[src/rtl/clause_vote_accum.sv]
// Purpose : checks chunked TA-include/literal beats per clause, ANDs the chunk results
//           into one clause bit, and adds polarity-signed votes into a clamped class sum.
// Latency : clause_out_valid is high 1 cycle after a clause's last beat. class_sum and
//           result_valid are visible 1 cycle after the last beat of the last clause.
// Backpr. : stop_flag holds the upstream counter outside ACCUM. The result is held in
//           DONE until result_valid && result_ready. Out-of-order beats are dropped and
//           set the sticky seq_err.
//
// Ports:
//   clk, rst_flag_n             clock, asynchronous active-low reset
//   start                       one-cycle pulse; clears all pass state and enters ACCUM
//   valid_in, clause_idx,       input beat: position in the pass, plus the TA include
//   chunk_idx, ta_chunk,          bits and the literal bits for that chunk
//   lit_chunk
//   stop_flag                   hold request to the counter (1 outside ACCUM)
//   clause_out_valid/_out/_idx  per-clause result strobe, clause bit and clause index
//   class_sum, result_valid,    clamped signed sum, with a valid/ready handshake
//   result_ready
//   busy                        high while in ACCUM
//   seq_err                     sticky flag for an out-of-order beat

module clause_vote_accum #(
  parameter int CLAUSES     = 2000,
  parameter int LA_CHUNKS   = 49,
  parameter int CHUNK_WIDTH = 32,
  parameter int SUM_WIDTH   = 16,
  parameter int THRESHOLD   = 100
) (
  input  logic                        clk,
  input  logic                        rst_flag_n,
  input  logic                        start,
  input  logic                        valid_in,
  input  logic [16:0]                 clause_idx,
  input  logic [16:0]                 chunk_idx,
  input  logic [CHUNK_WIDTH-1:0]      ta_chunk,
  input  logic [CHUNK_WIDTH-1:0]      lit_chunk,
  output logic                        stop_flag,
  output logic                        clause_out_valid,
  output logic                        clause_out,
  output logic [16:0]                 clause_out_idx,
  output logic signed [SUM_WIDTH-1:0] class_sum,
  output logic                        result_valid,
  input  logic                        result_ready,
  output logic                        busy,
  output logic                        seq_err
);

  typedef enum logic [1:0] {
    S_IDLE  = 2'd0,
    S_ACCUM = 2'd1,
    S_DONE  = 2'd2
  } state_t;

  localparam logic [16:0] LAST_CLAUSE = 17'(CLAUSES - 1);
  localparam logic [16:0] LAST_CHUNK  = 17'(LA_CHUNKS - 1);

  localparam logic signed [SUM_WIDTH-1:0] ONE   = SUM_WIDTH'(1);
  localparam logic signed [SUM_WIDTH-1:0] T_POS = SUM_WIDTH'(THRESHOLD);
  localparam logic signed [SUM_WIDTH-1:0] T_NEG = -T_POS;

  // ---------------------------------------------------------------------------
  // State
  // ---------------------------------------------------------------------------
  state_t state_q, state_d;

  logic [16:0]                 exp_clause_q, exp_clause_d;
  logic [16:0]                 exp_chunk_q,  exp_chunk_d;
  logic                        acc_and_q,    acc_and_d;
  logic                        any_inc_q,    any_inc_d;
  logic signed [SUM_WIDTH-1:0] acc_q,        acc_d;
  logic signed [SUM_WIDTH-1:0] class_sum_q,  class_sum_d;
  logic                        clause_out_valid_q, clause_out_valid_d;
  logic                        clause_out_q,       clause_out_d;
  logic [16:0]                 clause_out_idx_q,   clause_out_idx_d;
  logic                        seq_err_q,          seq_err_d;

  // ---------------------------------------------------------------------------
  // Beat qualification
  // ---------------------------------------------------------------------------
  // start takes priority over any beat arriving in the same cycle. That beat
  // belongs to the pass being abandoned, so it is neither accepted nor flagged.
  logic beat_vld;
  logic in_order;
  logic beat_acc;
  logic beat_bad;
  logic last_chunk;
  logic last_clause;
  logic pass_done;

  always_comb begin
    beat_vld    = (state_q == S_ACCUM) && valid_in && !start;
    in_order    = (clause_idx == exp_clause_q) && (chunk_idx == exp_chunk_q);
    beat_acc    = beat_vld && in_order;
    beat_bad    = beat_vld && !in_order;
    last_chunk  = (exp_chunk_q == LAST_CHUNK);
    last_clause = (exp_clause_q == LAST_CLAUSE);
    pass_done   = beat_acc && last_chunk && last_clause;
  end

  // ---------------------------------------------------------------------------
  // Clause evaluation and voting
  // ---------------------------------------------------------------------------
  // A chunk is satisfied when every included TA sees a 1 literal. A clause
  // also needs at least one include; an empty clause must not vote.
  logic                        chunk_ok;
  logic                        and_upd;
  logic                        inc_upd;
  logic                        clause_bit;
  logic signed [SUM_WIDTH-1:0] vote;
  logic signed [SUM_WIDTH-1:0] acc_next;
  logic signed [SUM_WIDTH-1:0] acc_clamped;

  always_comb begin
    chunk_ok   = &(~ta_chunk | lit_chunk);
    and_upd    = acc_and_q & chunk_ok;
    inc_upd    = any_inc_q | (|ta_chunk);
    clause_bit = and_upd & inc_upd;

    // Even clauses vote for the class and odd clauses vote against it.
    vote = '0;
    if (clause_bit) begin
      vote = exp_clause_q[0] ? -ONE : ONE;
    end
    acc_next = acc_q + vote;

    // The clamp is applied only to the reported sum. The running
    // accumulator stays exact, so intermediate excursions beyond +/-T
    // still cancel correctly.
    if (acc_next > T_POS) begin
      acc_clamped = T_POS;
    end else if (acc_next < T_NEG) begin
      acc_clamped = T_NEG;
    end else begin
      acc_clamped = acc_next;
    end
  end

  // ---------------------------------------------------------------------------
  // FSM: state register
  // ---------------------------------------------------------------------------
  always_ff @(posedge clk or negedge rst_flag_n) begin
    if (!rst_flag_n) begin
      state_q <= S_IDLE;
    end else begin
      state_q <= state_d;
    end
  end

  // ---------------------------------------------------------------------------
  // FSM: next state
  // ---------------------------------------------------------------------------
  // In DONE, start wins over a simultaneous accept, so the pending result is dropped.
  always_comb begin
    state_d = state_q;
    if (start) begin
      state_d = S_ACCUM;
    end else begin
      unique case (state_q)
        S_IDLE:  state_d = S_IDLE;
        S_ACCUM: if (pass_done) state_d = S_DONE;
        S_DONE:  if (result_ready) state_d = S_IDLE;
        default: state_d = S_IDLE;
      endcase
    end
  end

  // ---------------------------------------------------------------------------
  // FSM: outputs
  // ---------------------------------------------------------------------------
  // All of these decode the state register, so they are glitch-free and
  // return to their reset values as soon as rst_flag_n falls.
  always_comb begin
    busy         = (state_q == S_ACCUM);
    stop_flag    = (state_q != S_ACCUM);
    result_valid = (state_q == S_DONE);
  end

  // ---------------------------------------------------------------------------
  // Datapath next-state
  // ---------------------------------------------------------------------------
  always_comb begin
    exp_clause_d       = exp_clause_q;
    exp_chunk_d        = exp_chunk_q;
    acc_and_d          = acc_and_q;
    any_inc_d          = any_inc_q;
    acc_d              = acc_q;
    class_sum_d        = class_sum_q;
    clause_out_valid_d = 1'b0;
    clause_out_d       = clause_out_q;
    clause_out_idx_d   = clause_out_idx_q;
    seq_err_d          = seq_err_q;

    if (start) begin
      exp_clause_d     = '0;
      exp_chunk_d      = '0;
      acc_and_d        = 1'b1;
      any_inc_d        = 1'b0;
      acc_d            = '0;
      class_sum_d      = '0;
      clause_out_d     = 1'b0;
      clause_out_idx_d = '0;
      seq_err_d        = 1'b0;
    end else begin
      // A dropped beat leaves the expected position untouched, so the
      // stream can recover once the in-order beat arrives.
      if (beat_bad) begin
        seq_err_d = 1'b1;
      end

      if (beat_acc) begin
        if (last_chunk) begin
          clause_out_valid_d = 1'b1;
          clause_out_d       = clause_bit;
          clause_out_idx_d   = exp_clause_q;
          acc_d              = acc_next;
          acc_and_d          = 1'b1;
          any_inc_d          = 1'b0;
          exp_chunk_d        = '0;
          exp_clause_d       = exp_clause_q + 17'd1;
          if (last_clause) begin
            class_sum_d = acc_clamped;
          end
        end else begin
          acc_and_d   = and_upd;
          any_inc_d   = inc_upd;
          exp_chunk_d = exp_chunk_q + 17'd1;
        end
      end
    end
  end

  // ---------------------------------------------------------------------------
  // Datapath registers
  // ---------------------------------------------------------------------------
  always_ff @(posedge clk or negedge rst_flag_n) begin
    if (!rst_flag_n) begin
      exp_clause_q       <= '0;
      exp_chunk_q        <= '0;
      acc_and_q          <= 1'b1;
      any_inc_q          <= 1'b0;
      acc_q              <= '0;
      class_sum_q        <= '0;
      clause_out_valid_q <= 1'b0;
      clause_out_q       <= 1'b0;
      clause_out_idx_q   <= '0;
      seq_err_q          <= 1'b0;
    end else begin
      exp_clause_q       <= exp_clause_d;
      exp_chunk_q        <= exp_chunk_d;
      acc_and_q          <= acc_and_d;
      any_inc_q          <= any_inc_d;
      acc_q              <= acc_d;
      class_sum_q        <= class_sum_d;
      clause_out_valid_q <= clause_out_valid_d;
      clause_out_q       <= clause_out_d;
      clause_out_idx_q   <= clause_out_idx_d;
      seq_err_q          <= seq_err_d;
    end
  end

  always_comb begin
    clause_out_valid = clause_out_valid_q;
    clause_out       = clause_out_q;
    clause_out_idx   = clause_out_idx_q;
    class_sum        = class_sum_q;
    seq_err          = seq_err_q;
  end

endmodule

[config.mk]
export PLATFORM = sky130hd
export DESIGN_NAME = clause_vote_accum
export DESIGN_NICKNAME = d
export VERILOG_FILES = /design/src/rtl/clause_vote_accum.sv
export SDC_FILE = /design/constraint.sdc
export NUM_CORES = 1
export LEC_CHECK = 0
export BUFFER_PORTS_ARGS = -buffer_cell sky130_fd_sc_hd__clkbuf_2
export CORE_MARGIN = 5
export CORE_UTILIZATION = 25
export DETAILED_ROUTE_END_ITERATION = 7
export PLACE_DENSITY = 0.5
export SYNTH_ARGS = -nofsm -noshare
export SYNTH_HDL_FRONTEND = slang
export SYNTH_SLANG_ARGS = --single-unit
export TNS_END_PERCENT = 100
[constraint.sdc]
create_clock -name clk -period 4.4 [get_ports clk]
set_input_delay 0.44 -clock clk [delete_from_list [all_inputs] [get_ports clk]]
set_output_delay 0.44 -clock clk [all_outputs]
set_load 0.01 [all_outputs]
== After elaboration in Yosys (flattened, before gate mapping) ==
Index checks and enable logic that the tools add are counted.

* Add/sub/neg operators: 3
* Magnitude comparators: 2
* Equal/unequal tests: 9
* Muxes and demuxes: 38
* Bitwise gates (word level): 5
* Reduce and logical (&&, ||, !) cells: 18

{| class="wikitable"
|+ Operators by type and width
! operator !! count
|-
| $mux 16 || 11
|-
| $mux 17 || 9
|-
| $add 17x1->17 const B || 2
|-
| $eq 17x17->1 || 2
|-
| $not 32->32 || 1
|-
| $or 32x32->32 || 1
|-
| $reduce_and 32->1 || 1
|-
| $reduce_or 32->1 || 1
|-
| $eq 17x11->1 const B || 1
|-
| $eq 17x6->1 const B || 1
|-
| $add 16x16->16 || 1
|-
| $gt 16x8->1 const B || 1
|-
| $lt 16x8->1 const B || 1
|-
| $mux 1 || 14
|-
| $reduce_bool 2->1 || 4
|-
| $logic_and 1x1->1 || 7
|-
| $mux 2 || 3
|-
| $ne 3x2->1 const B || 2
|-
| $pmux 2 s2 || 1
|-
| $reduce_and 2->1 || 2
|-
| $reduce_and 3->1 || 1
|-
| $and 1x1->1 || 2
|-
| $eq 2x1->1 const B || 1
|-
| $eq 2x2->1 const B || 1
|-
| 3 further kinds || 4
|}

* Flip-flop bits (word level): 90
* Output and inout bits: 39
* Word-level logic and storage cells: 86

== Longest topological paths before layout ==
* Word-level depth: 14
* Depth in mapped cells: 21
* Mapped depth without buffers: 19

== Worst setup path after synthesis ==
OpenSTA, ideal clock, no wires.

* Kind: in2reg
* Start point: input port ta_chunk[10]
* End point: register class_sum_q[1] (netlist: class_sum[1])
* Arrival time: 4.815 ns
* Path slack: -0.548 ns
* Cell stages on the path: 18
* Path through: nor2b_1 -> nor4_1 -> nand4_1 -> nor3_1 -> nand4_1 -> nor2_1 -> and2_1 -> ha_1 -> a21o_1 -> and3_1 -> o311ai_1 -> a311oi_1 -> or4_1 -> or4b_1 -> ha_1 -> clkbuf_1 -> nand2b_1 -> o21ai_0

* Cells in the longest elaborated chain, start to end: 14
* Elaborated cells on any way between the ends: 17
* Classes of those cells: add/sub (1); order compare (2); mux (7); bitwise (5); reduce/logical (2)

{| class="wikitable"
|+ Ends and longest elaborated chain
! element !! RTL line !! source
|-
| from (decl) || 35 || <nowiki>input logic [CHUNK_WIDTH-1:0] ta_chunk,</nowiki>
|-
| $not 32->32 || 114 || <nowiki>chunk_ok = &(~ta_chunk | lit_chunk);</nowiki>
|-
| $or 32x32->32 || 114 ||
|-
| $reduce_and 32->1 || 114 ||
|-
| $and 1x1->1 || 115 || <nowiki>and_upd = acc_and_q & chunk_ok;</nowiki>
|-
| $and 1x1->1 * || 117 || <nowiki>clause_bit = and_upd & inc_upd;</nowiki>
|-
| $mux 16 * || 121 || <nowiki>if (clause_bit) begin</nowiki>
|-
| $add 16x16->16 * || 124 || <nowiki>acc_next = acc_q + vote;</nowiki>
|-
| $lt 16x8->1 || 131 || <nowiki>end else if (acc_next < T_NEG) begin</nowiki>
|-
| $mux 16 || 131 ||
|-
| $mux 16 * || 129 || <nowiki>if (acc_next > T_POS) begin</nowiki>
|-
| $mux 16 * || 220 || <nowiki>if (last_clause) begin</nowiki>
|-
| $mux 16 * || 211 || <nowiki>if (last_chunk) begin</nowiki>
|-
| $mux 16 * || 210 || <nowiki>if (beat_acc) begin</nowiki>
|-
| $mux 16 * || 193 || <nowiki>if (start) begin</nowiki>
|-
| to (signal assigned) || 253 || <nowiki>class_sum_q <= class_sum_d;</nowiki>
|-
| to (decl) || 71 || <nowiki>logic signed [SUM_WIDTH-1:0] class_sum_q, class_sum_d;</nowiki>
|}

Mark *: on every way between the ends. The rest lies on a longest branch, timed or not. The select of a mux whose other input is x is not followed.
A chain may end at the register's enable or synchronous reset.

== Worst setup path in the final report ==
* Start point: input port ta_chunk[11]
* End point: register class_sum_q[1] (netlist: class_sum[1])

The elaborated chain is that of the path after synthesis.

==> run metrics <==
outcome complete, no violations; Root Buffer clkbuf_16; CTS sink cnt 90; Worst Setup Start Kind primary input; All-Layer GR Usage 14.74%; Top Layer Used met4; Post-synth EDFFs 0; HP Class in2async; Initial Util 25.50%; Pwr Density 214.9 nW/um^2; Layout area overhead 40.32%; achievable clock frequency 0.2294 GHz; final net count 1028; Worst slew margin 38.78%; Max IR drop VDD 0.1276 mV; power share of the sequential group 45.7%; Gate power share 9.1%; Syn Nets between 800 and 900; via count a little under 6000; synth unique cells 63; LEAKAGE roughly 4.0 nW; Final Hold Viols 0; Synth Register Bits 90; first-pass GRT wire length 31490 um; setup TNS 0 ns; largest net degree at the start of global routing 70; Max Slew Vio Count 0; Starting DRT DRC Count roughly 300; # IOs between 100 and 150; chip width 165.0 um; placeable core area 23540 um^2; vias per cell 4.748; Max-Cap Viols 0; Rows 56; CTS tree done; register area about 2300 um^2; min Tclk post-route around 4.4 ns; final worst path period share 99.07%; Pint about 1.3 mW; Residual DRC 0; Synth Cell Area ~6000 um^2; Antenna Violating Nets Remaining 0; WS Path Type in2reg; drt pass-1 iters 6; multi-input combinational cell area 3938 um^2; H-Tree Depth 3; fillcell total roughly 2400; sequential share of the synthesized area 37.53%; worst skew pair latency between 0.3 and 0.4 ns; number of global-route vias before repair 5764; clk buf depth 2; Post-DP HPWL 15540 um; maximum fanout along the worst path 8; GR Overflow Total 0; Sw Ratio roughly a quarter; wire per inst about 17 um; syn avg cell area 8.553 um^2; clock share of power between 40 and 50%; post-route cell area between 8000 and 9000 um^2; Max Clock Skew 0.008501 ns; fraction of layout cells with a size suffix above 1 37.18%; routed wl met3 1324 um; RSZ-0062 raised after global routing yes; worst-margin pin slew 0.9183 ns; endpoint type of the worst setup path register; DR WL met2 9822 um; Num CTS Buffers 9; CTS clk-pin slew, worst paths around 0.070 ns; Psw between 400 and 500 uW; prevailing post-synth register cell dfrtp_1; Worst Path Required 4.68 ns; Final Setup Violations 0; Area after DPL 7630 um^2; post-synthesis instance total 702; Yosys Warn Count 0; routability congestion estimate between 0.8 and 0.9; WP data arrival 4.64 ns; antenna cell count 0; Synth async-reset ratio 100.0%; Die Ht approximately 160 um; die area 27220 um^2; commonest cells after routing, fill and taps aside 138 x clkbuf_2, 89 x dfrtp_1, 89 x buf_4; most common cell after layout, fill and taps aside clkbuf_2; detailed-routing wirelength on met1 approximately 9200 um; antenna violations before repair 0; PortBufs approximately 140; drt total wl 20640 um
[path summary, 6_finish.rpt]
path	from	endpoint	slack [ns]	cells after the start
min in group clk	result_ready	state_q[1]	0.43	4
max in group asynchronous	rst_flag_n	acc_q[7]	3.28	2
min reg2reg	class_sum[7]	class_sum[7]	0.48	2
max	ta_chunk[11]	class_sum[1]	0.04	21
max reg2reg	any_inc_q	class_sum[1]	0.11	19
min	rst_flag_n	clause_out_idx[6]	0.20	1
[cells in the mapped netlist, types with 13 or more instances]
| cell type | count | area (um^2) |
|---|---|---|
| ha_1 | 19 | 237.7 |
| nor2b_1 | 31 | 193.9 |
| xnor2_1 | 23 | 201.4 |
| a21o_1 | 16 | 120.1 |
| nand3_1 | 26 | 130.1 |
| inv_1 | 20 | 75.07 |
| o21ai_0 | 41 | 205.2 |
| nand2b_1 | 14 | 87.58 |
| nand2_1 | 80 | 300.3 |
| dfrtp_1 | 89 | 2227 |
| nor2_1 | 62 | 232.7 |
| nor3_1 | 18 | 90.09 |
| clkbuf_1 | 27 | 101.4 |
| nand4_1 | 13 | 81.33 |
| nor4_1 | 31 | 193.9 |
| xor2_1 | 45 | 394.1 |
| a21oi_1 | 26 | 130.1 |
| and3_1 | 17 | 106.4 |
[critical path, stage by stage]
cell      delay (ns)
clkbuf_2        0.09
buf_4           0.13
nor4_4          0.22
nand4_1         0.20
nor3_2          0.19
buf_4           0.14
nor2_2          0.03
buf_4           0.13
ha_2            0.18
fa_2            0.36
a21o_1          0.22
buf_4           0.16
a31oi_4         0.21
a21oi_4         0.10
xnor2_2         0.15
or4_1           0.52
or4b_4          0.51
ha_4            0.27
buf_8           0.14
nand2b_4        0.13
o21ai_2         0.11
[state kept, by name, indices dropped and copies added (netlist names)]
| register | flops |
|---|---|
| acc_q | 16 |
| clause_out | 1 |
| state_q | 2 |
| class_sum | 16 |
| acc_and_q | 1 |
| clause_out_idx | 17 |
| any_inc_q | 1 |
| exp_chunk_q | 17 |
| exp_clause_q | 17 |
| clause_out_valid | 1 |
| seq_err | 1 |
[logic make-up (layout without fill, tap and decap cells)]
kind of cell | after synthesis | in the layout | synth area share, %
simple gates | 324 | 324 | 28.21
fa+ha+maj | 20 | 20 | 4.293
compound gates | 136 | 136 | 15.07
buf+inv | 63 | 270 | 4.813
xor+xnor | 68 | 68 | 9.919
mux | 1 | 1 | 0.1667
flops | 90 | 90 | 37.53
[power groups by stage]
| stage | clock network [mW] | registers (mW) | logic (mW) |
|---|---|---|---|
| 6_report | 0.818 | 0.828 | 0.165 |
| 5_1_grt | 0.869 | 0.828 | 0.181 |
| 4_1_cts | 0.836 | 0.828 | 0.155 |
| 3_5_place_dp | 0 | 0.844 | 0.153 |
| 3_3_place_gp | 0 | 0.844 | 0.153 |
| 2_1_floorplan | 0 | 0.845 | 0.0486 |
[through the flow]
| stage | total power, mW | hold slack [ns] | utilization [%] | cells | setup slack, ns |
|---|---|---|---|---|---|
| floorplan | 0.8933 | 0.1444 | - | 702 | -0.008395 |
| global placement | 0.9976 | 0.4680 | 32.41 | 1201 | -0.3887 |
| detailed placement | 0.9971 | 0.4702 | 32.41 | 1201 | -0.4581 |
| CTS | 1.819 | 0.2596 | 33.72 | 1216 | 0.01082 |
| global route | 1.877 | 0.2806 | 35.79 | 1228 | -0.1023 |
| finish | 1.810 | 0.2004 | 35.79 | 1228 | 0.04074 |
[final cells by class]
| cell class | instances | area share (%) |
|---|---|---|
| Tap cell | 319 | 4.737 |
| Timing Repair Buffer | 234 | 17.32 |
| Clock inverter | 6 | 0.8613 |
| Multi-Input combinational cell | 549 | 46.73 |
| Clock buffer | 9 | 2.673 |
| Sequential cell | 90 | 26.74 |
| Inverter | 21 | 0.9356 |
[per-layer routing]
layer / vias to the layer above / GRT usage [%]
li1: 2882 / -
met1: 2775 / 19.05
met2: 153 / 24.73
met3: 21 / 3.319
met4: 0 / 4.159
met5: - / 0
[timing repair]
| item | in CTS | in global routing |
|---|---|---|
| gates resized for setup | 2 | 85 |
| setup buffers | 0 | 12 |
| endpoints found under the setup margin | 15 | 15 |
| hold buffers | 0 | 0 |
| pin swaps | 0 | 34 |
Note: power is estimated with default switching activity, not from simulation.
